<file path="src/rtl/scan_sel.sv">
// -----------------------------------------------------------------------------
// scan_sel -- masked round-robin scan index generator.
//
// Steps a 3-bit index through the set bits of an 8-bit participation mask. Each
// index is held for one scan slot of DIV clock cycles. A one-cycle scan_done
// pulse marks the advance that closes a full pass, which is any advance where
// the next index is not above the current one.
//
// Optional feature (macro SCAN_BLANK_EN): after every shown slot a blank slot
// of DIV cycles is inserted. During the blank slot sel already carries the next
// index and sel_vld is low. Without the macro the BLANK state does not exist.
//
// Parameters:
//   DIV        clock cycles per scan slot (1..65535)
// Ports:
//   clk        rising-edge clock
//   rst        synchronous active-high reset
//   en         scan enable; dropping it returns to IDLE immediately
//   mask[7:0]  participation mask, bit i=1 means index i is scanned
//   sel[2:0]   current scan index (registered)
//   sel_vld    sel is to be driven active downstream (registered)
//   scan_done  one-cycle pulse on the advance that completes a pass (registered)
// -----------------------------------------------------------------------------
module scan_sel #(
  parameter int unsigned DIV = 4
) (
  input  logic       clk,
  input  logic       rst,
  input  logic       en,
  input  logic [7:0] mask,
  output logic [2:0] sel,
  output logic       sel_vld,
  output logic       scan_done
);

  typedef enum logic [1:0] {
    IDLE  = 2'd0,
`ifdef SCAN_BLANK_EN
    BLANK = 2'd2,
`endif
    SHOW  = 2'd1
  } state_t;

  localparam logic [15:0] LAST = 16'(DIV - 1);

  state_t      state;
  logic [15:0] cnt;
  logic        tick;
  logic [2:0]  nxt;

  // Index of the lowest set bit; 0 when nothing is set.
  function automatic logic [2:0] lowest_set(input logic [7:0] m);
    logic [2:0] r;
    r = 3'd0;
    for (int i = 7; i >= 0; i--) begin
      if (m[i]) r = 3'(i);
    end
    return r;
  endfunction

  // First set bit searching cur+1, cur+2, ... wrapping, with cur itself last.
  // The mask is rotated so bit j of rot stands for index cur+1+j (mod 8).
  function automatic logic [2:0] next_set(input logic [7:0] m, input logic [2:0] cur);
    logic [15:0] dbl;
    logic [7:0]  rot;
    dbl = {m, m} >> ({1'b0, cur} + 4'd1);
    rot = dbl[7:0];
    return cur + 3'd1 + lowest_set(rot);
  endfunction

  // Slot-end strobe and the candidate for the next advance.
  always_comb begin
    tick = (cnt == LAST);
    nxt  = next_set(mask, sel);
  end

  // Scan state machine with registered outputs.
  always_ff @(posedge clk) begin
    if (rst) begin
      state     <= IDLE;
      cnt       <= 16'd0;
      sel       <= 3'd0;
      sel_vld   <= 1'b0;
      scan_done <= 1'b0;
    end else begin
      scan_done <= 1'b0;
      case (state)
        IDLE: begin
          cnt <= 16'd0;
          if (en && (mask != 8'd0)) begin
            state   <= SHOW;
            sel     <= lowest_set(mask);
            sel_vld <= 1'b1;
          end else begin
            sel_vld <= 1'b0;
          end
        end
        SHOW: begin
          // Loss of enable or of every mask bit wins over a pending tick.
          if (!en || (mask == 8'd0)) begin
            state   <= IDLE;
            cnt     <= 16'd0;
            sel_vld <= 1'b0;
          end else if (tick) begin
            cnt       <= 16'd0;
            sel       <= nxt;
            scan_done <= (nxt <= sel);
`ifdef SCAN_BLANK_EN
            state     <= BLANK;
            sel_vld   <= 1'b0;
`else
            sel_vld   <= 1'b1;
`endif
          end else begin
            cnt <= cnt + 16'd1;
          end
        end
`ifdef SCAN_BLANK_EN
        BLANK: begin
          if (!en || (mask == 8'd0)) begin
            state   <= IDLE;
            cnt     <= 16'd0;
            sel_vld <= 1'b0;
          end else if (tick) begin
            state   <= SHOW;
            cnt     <= 16'd0;
            sel_vld <= 1'b1;
          end else begin
            cnt <= cnt + 16'd1;
          end
        end
`endif
        default: begin
          state   <= IDLE;
          cnt     <= 16'd0;
          sel_vld <= 1'b0;
        end
      endcase
    end
  end

endmodule

</file>
<file path="config.mk">
export PLATFORM = sky130hd
export DESIGN_NAME = scan_sel
export DESIGN_NICKNAME = d
export VERILOG_FILES = /design/src/rtl/scan_sel.sv
export SDC_FILE = /design/constraint.sdc
export NUM_CORES = 1
export LEC_CHECK = 0
export ABC_CLOCK_PERIOD_IN_PS = 3100
export CAP_MARGIN = 25
export CORE_ASPECT_RATIO = 0.6
export CORE_UTILIZATION = 40
export DETAILED_ROUTE_END_ITERATION = 12
export GPL_TIMING_DRIVEN = 0
export PLACE_DENSITY = 0.67
export SLEW_MARGIN = 40
export SYNTH_ARGS = -nofsm -noshare
export SYNTH_HDL_FRONTEND = slang
export SYNTH_SLANG_ARGS = --single-unit
export TNS_END_PERCENT = 10
</file>
<file path="constraint.sdc">
create_clock -name clk -period 3.1 [get_ports clk]
set_clock_uncertainty 0.05 [all_clocks]
set_input_delay 0.465 -clock clk [delete_from_list [all_inputs] [get_ports clk]]
set_output_delay 0.465 -clock clk [all_outputs]
set_load 0.005 [all_outputs]
</file>
# Word level (Yosys, flattened, before mapping)

Cells that the tools add are included.

Register bits: 23
Bits in latches: 0
Memory bits (writable): 0
Memory bits (read-only): 0
Bits of input ports: 11
Memories kept: 0

Add/sub/neg operators: 4
Multipliers: 0
Div/mod/pow operators: 0
Order comparisons: 1
Eq/ne operators: 7
Shift-type cells: 1
Mux-type cells: 27
Bitwise operators: 2
Reduce and logical (&&, ||, !) cells: 11

Operators with widths:

| kind                                                             | number |
|---|---|
| 3-bit two-way mux                                                | 19 |
| 16-bit by 1-bit adder with 16-bit output, second input constant  | 1 |
| 16-bit by 2-bit == test with 1-bit output, second input constant | 1 |
| 16-bit by 4-bit right shift with 8-bit output                    | 1 |
| 8-bit zero test                                                  | 1 |
| 2-bit != test, second input constant                             | 4 |
| 8-bit nonzero test                                               | 1 |
| 4-bit OR reduction                                               | 2 |
| 3-bit case mux with 2 select lines                               | 1 |
| 3-bit by 1-bit adder with 4-bit output, second input constant    | 1 |
| 2-bit two-way mux                                                | 2 |
| 2-bit case mux with 2 select lines                               | 1 |
| 4-bit AND reduction                                              | 1 |
| 3-bit by 1-bit adder with 3-bit output, second input constant    | 1 |
| 3-bit adder                                                      | 1 |
| 3-bit less-or-equal comparator                                   | 1 |
| 1-bit two-way mux                                                | 3 |
| 3-bit != test, second input constant                             | 1 |
| 2-bit by 1-bit == test with 1-bit output, second input constant  | 1 |
| 2-bit zero test                                                  | 1 |
| 1-bit NOT                                                        | 2 |
| 1-bit case mux with 2 select lines                               | 1 |
| 2-bit AND reduction                                              | 1 |
| 2-bit nonzero test                                               | 1 |
| 3 further kinds                                                  | 3 |

# Depth between registers and ports, before layout

Depth after elaboration: 14
Gate-level depth with buffers: 16

# Worst setup path after synthesis

Ideal clock, no wire load.

Path kind: input -> register
Start point: in mask[5]
End point: reg scan_done
Setup time: 92 ps
Data arrival time: 3159 ps
Setup slack: -201 ps
Stages on the path: 14
Buffers on the path: 0
Path through: mux4_1 > or3b_1 > o21ai_1 > nor2_1 > o21ai_1 > a32oi_1 > ha_1 > fa_1 > xnor2_1 > xnor2_1 > ha_1 > a21oi_1 > a31oi_1 > nor4_1

Cells in the longest elaborated chain, start to end: 11

RTL lines:

| item                                          | line | text |
|---|---|---|
| start, declared                               | 30   | `input logic [7:0] mask,` |
| 16-bit by 4-bit right shift with 8-bit output | 66   | `dbl = {m, m} >> ({1'b0, cur} + 4'd1);` |
| 3-bit two-way mux (8 in a row)                | 56   | `if (m[i]) r = 3'(i);` |
| 3-bit adder                                   | 68   | `return cur + 3'd1 + lowest_set(rot);` |
| 3-bit less-or-equal comparator                | 107  | `scan_done <= (nxt <= sel);` |
| end signal, assigned                          | 107  |  |
| end, declared                                 | 33   | `output logic scan_done` |

Several ways; a longest one is shown, not always the timed one.
A chain may end at the register's enable or synchronous reset.

# Worst setup path in the final report

Start point: reg sel[1]
End point: reg scan_done

Cells in the longest elaborated chain, start to end: 12

RTL lines:

| item                                          | line | text |
|---|---|---|
| start, declared                               | 31   | `output logic [2:0] sel,` |
| start signal, assigned                        | 92   | `sel <= lowest_set(mask);` |
| start signal, assigned                        | 106  | `sel <= nxt;` |
| 3-bit by 1-bit adder with 4-bit output        | 66   |  |
| 16-bit by 4-bit right shift with 8-bit output | 66   |  |
| 3-bit two-way mux (8 in a row)                | 56   |  |
| 3-bit adder                                   | 68   |  |
| 3-bit less-or-equal comparator *              | 107  |  |

Mark *: on every way between the ends. The rest lies on a longest branch, timed or not.

==> impl_metrics.env <==
export IMPL_status="finished with violations"
export IMPL_violations="setup timing"
export IMPL_synth_cell_types=56
export IMPL_maxCapViolCount=0
export IMPL_min_period_ns=3.36
export IMPL_cpMaxStageDelayCell="fa_2"
export IMPL_gp_congestion=0.910
export IMPL_reg2reg_from="sel[1]$_SDFFE_PP0P_"
export IMPL_r2r_cells=14
export IMPL_crit_buf_inv=1
export IMPL_ys_flop_type="dfxtp_1"
export IMPL_cts_buffers=3
export IMPL_clock_fmax_mhz=298
export IMPL_num_rows=18
export IMPL_cts_path_max_buffers=2
export IMPL_avgViaCountPerCell=5.52
export IMPL_crit_family="adder cells"
export IMPL_cts_tree="built"
export IMPL_cts_hold_buf=0
export IMPL_insertion_delay_ns=0.26
export IMPL_criticalPathCategory="flip-flop to flip-flop"
export IMPL_grt_pass1_wl_microns=7390
export IMPL_antenna_cells=0
export IMPL_gr_usage_all_layers=0.203
export IMPL_synth_warnings=0
export IMPL_nets=272
export IMPL_boundaryPins=16
export IMPL_core_sq_um=4210
export IMPL_setup_viol=2
export IMPL_end_kind="flip-flop"
export IMPL_ctsHtreeMaxLevel=1
export IMPL_cts_sinks=22
export IMPL_portBuffers=12
export IMPL_clkSlewWorstSetupHoldPaths_ns=0.08
export IMPL_hp_class="flip-flop to flip-flop"
export IMPL_hold_viol=0
export IMPL_synth_edf_count=0
export IMPL_wl_met2_microns=1610
export IMPL_worstReg2RegEnd="scan_done$_SDFF_PP0_"
export IMPL_place_ws_ns=-1.16
export IMPL_top_layer="met4"
export IMPL_power_density_nw_per_um2=816
export IMPL_drc=0
export IMPL_ys_ff_latch=22
export IMPL_grt_overflow=0
export IMPL_syn_nets=251
export IMPL_antenna_found_initial=0
export IMPL_grt_max_degree=13
export IMPL_cts_root_buf="clkbuf_8"
export IMPL_final_cell_area_sq_um=2130
export IMPL_dieHeight_microns=54.0
export IMPL_cp_max_fo=4
export IMPL_grt_pass1_vias=1527
export IMPL_arrival_ns=3.47
export IMPL_min_period_over_period=1.08
export IMPL_ant_nets=0
export IMPL_slew_headroom=0.697
export IMPL_dieArea_sq_um=4790
export IMPL_fill_cells=416
export IMPL_drive_above_1_share=0.192
export IMPL_fp_dieW_microns=88.6
export IMPL_synth_area_per_cell_sq_um=7.83
export IMPL_grt_setup_unrepaired="true"
export IMPL_wl_per_cell_microns=14.2
export IMPL_fin_ws_ns=-0.256
export IMPL_finalSetupTns_ns=-0.460
export IMPL_wl_met3_microns=361
export IMPL_async_flop_share=0
export IMPL_hpwl_microns=3280
export IMPL_wl_met1_microns=2400
export IMPL_ir_worst_vdd_v=0.000398
export IMPL_fin_util=0.507
export IMPL_drt_iter0_markers=97
export IMPL_placed_cell_area_sq_um=2010
export IMPL_hp_start="cnt[0]$_SDFF_PP0_"
export IMPL_syn_inst=230
export IMPL_hold_end="cnt[0]$_SDFF_PP0_"
export IMPL_firstDrtPassIters=4
export IMPL_num_vias=1712
export IMPL_cpPeakStageDelay_ns=0.54
export IMPL_rrSetupSlack_ns=-0.26
export IMPL_cp_required_ns=3.21
export IMPL_synth_area_leaders="dfxtp_1 (24%), ha_1 (6.3%), nor2_1 (6.0%)"
export IMPL_netlist_area_sq_um=1800
export IMPL_drv_slew=0
export IMPL_initial_core_util=0.428
export IMPL_holdPathStages=1
export IMPL_synth_top_area_cell="dfxtp_1"
export IMPL_cp_cell_sequence="mux4_2 -> or3b_4 -> o21ai_4 -> nor2_2 -> o21ai_2 -> a32oi_2 -> ha_2 -> fa_2 -> inv_2 -> ha_4 -> a21o_1 -> a21oi_1 -> a31oi_1 -> nor4_1"
export IMPL_start_kind="flip-flop"
export IMPL_worst_pin_slew_ns=0.455
export IMPL_leakagePower_nw=0.765
export IMPL_hold_slack_ns=0.423
export IMPL_synth_top_area_share=0.244
export IMPL_synth_yosys_seq_area_share=0.244
export IMPL_synthTopCellsByCount="nor2_1 (29), dfxtp_1 (22), nand2_1 (19), a21oi_1 (17)"
export IMPL_yosysMostFrequentCell="nor2_1"
export IMPL_postRouteWirelength_microns=4400
export IMPL_area_delta_synth_final_pct=18.5
==> sequential cells by signal, summed over array words and instances (netlist names) <==
name	cells
scan_done	1
cnt	16
state	1
sel_vld	1
sel	3
==> metal layers <==
metal | vias to the layer above | track usage
met2 | 60 | 0.283
met4 | 0 | 0.0108
met1 | 778 | 0.319
met5 | - | 0
met3 | 4 | 0.0491
li1 | 870 | -
==> cell families (layout without fill, tap and decap cells) <==
kind of cell	after synthesis	count (layout)	share of synthesized area
buf+inv	23	43	0.0639
flops	22	22	0.244
mux	7	7	0.0646
compound gates	54	54	0.201
xor+xnor	15	15	0.0729
fa+ha+maj	10	10	0.0736
simple gates	99	99	0.280
==> what timing repair did <==
item                                    in CTS  in global routing
resized for setup                           27                 14
pin swaps                                    5                  7
setup buffers                                4                  0
endpoints found under the setup margin       3                  3
==> report_power, final <==
| part | leakage [nW] | internal, mW | switching [mW] |
|---|---|---|---|
| sequential | 0.180 | 0.317 | 0.0362 |
| clock | 0.0288 | 0.113 | 0.0908 |
| combinational | 0.557 | 0.561 | 0.624 |
==> metrics by stage <==
| stage | total power [mW] | instances |
|---|---|---|
| after floorplan | 1.09 | 230 |
| after global placement | 1.33 | 302 |
| after detailed placement | 1.33 | 302 |
| after CTS | 1.67 | 310 |
| after global routing | 1.89 | 310 |
| final | 1.74 | 310 |
==> layout by cell type (no fill, tap or decap), drive strengths merged, types with 5 or more instances in the layout <==
master / netlist / final
clkbuf: 3 / 8
nand2b: 8 / 8
clkdlybuf4s50: 0 / 7
nand2: 19 / 19
nand3: 12 / 12
a21oi: 19 / 19
nor2: 29 / 29
xnor2: 6 / 6
dfxtp: 22 / 22
ha: 9 / 9
and3: 6 / 6
o21ai: 11 / 11
xor2: 9 / 9
a31oi: 5 / 5
inv: 12 / 12
buf: 8 / 16
nor3: 5 / 5
==> final cells by class <==
type | instances | area (sq um) | area share
Tap cell | 60 | 75.1 | 0.0352
Multi-Input combinational cell | 185 | 1300 | 0.610
Inverter | 12 | 45.0 | 0.0211
Buffer | 11 | 83.8 | 0.0393
Timing Repair Buffer | 16 | 125 | 0.0586
Sequential cell | 22 | 448 | 0.210
Clock buffer | 4 | 55.1 | 0.0258
==> worst max-delay path by stage <==
stage                                    from                   end  slack [ns]  cells after the start
after CTS                 sel[1]$_SDFFE_PP0P_  scan_done$_SDFF_PP0_       -0.39                     14
after global routing      sel[0]$_SDFFE_PP0P_  scan_done$_SDFF_PP0_       -0.40                     16
after global placement                mask[5]  scan_done$_SDFF_PP0_       -1.18                     15
final                     sel[1]$_SDFFE_PP0P_  scan_done$_SDFF_PP0_       -0.26                     14
after floorplan                       mask[5]  scan_done$_SDFF_PP0_       -0.16                     14
after detailed placement              mask[5]  scan_done$_SDFF_PP0_       -1.16                     15
(Power assumes the default switching activity.)
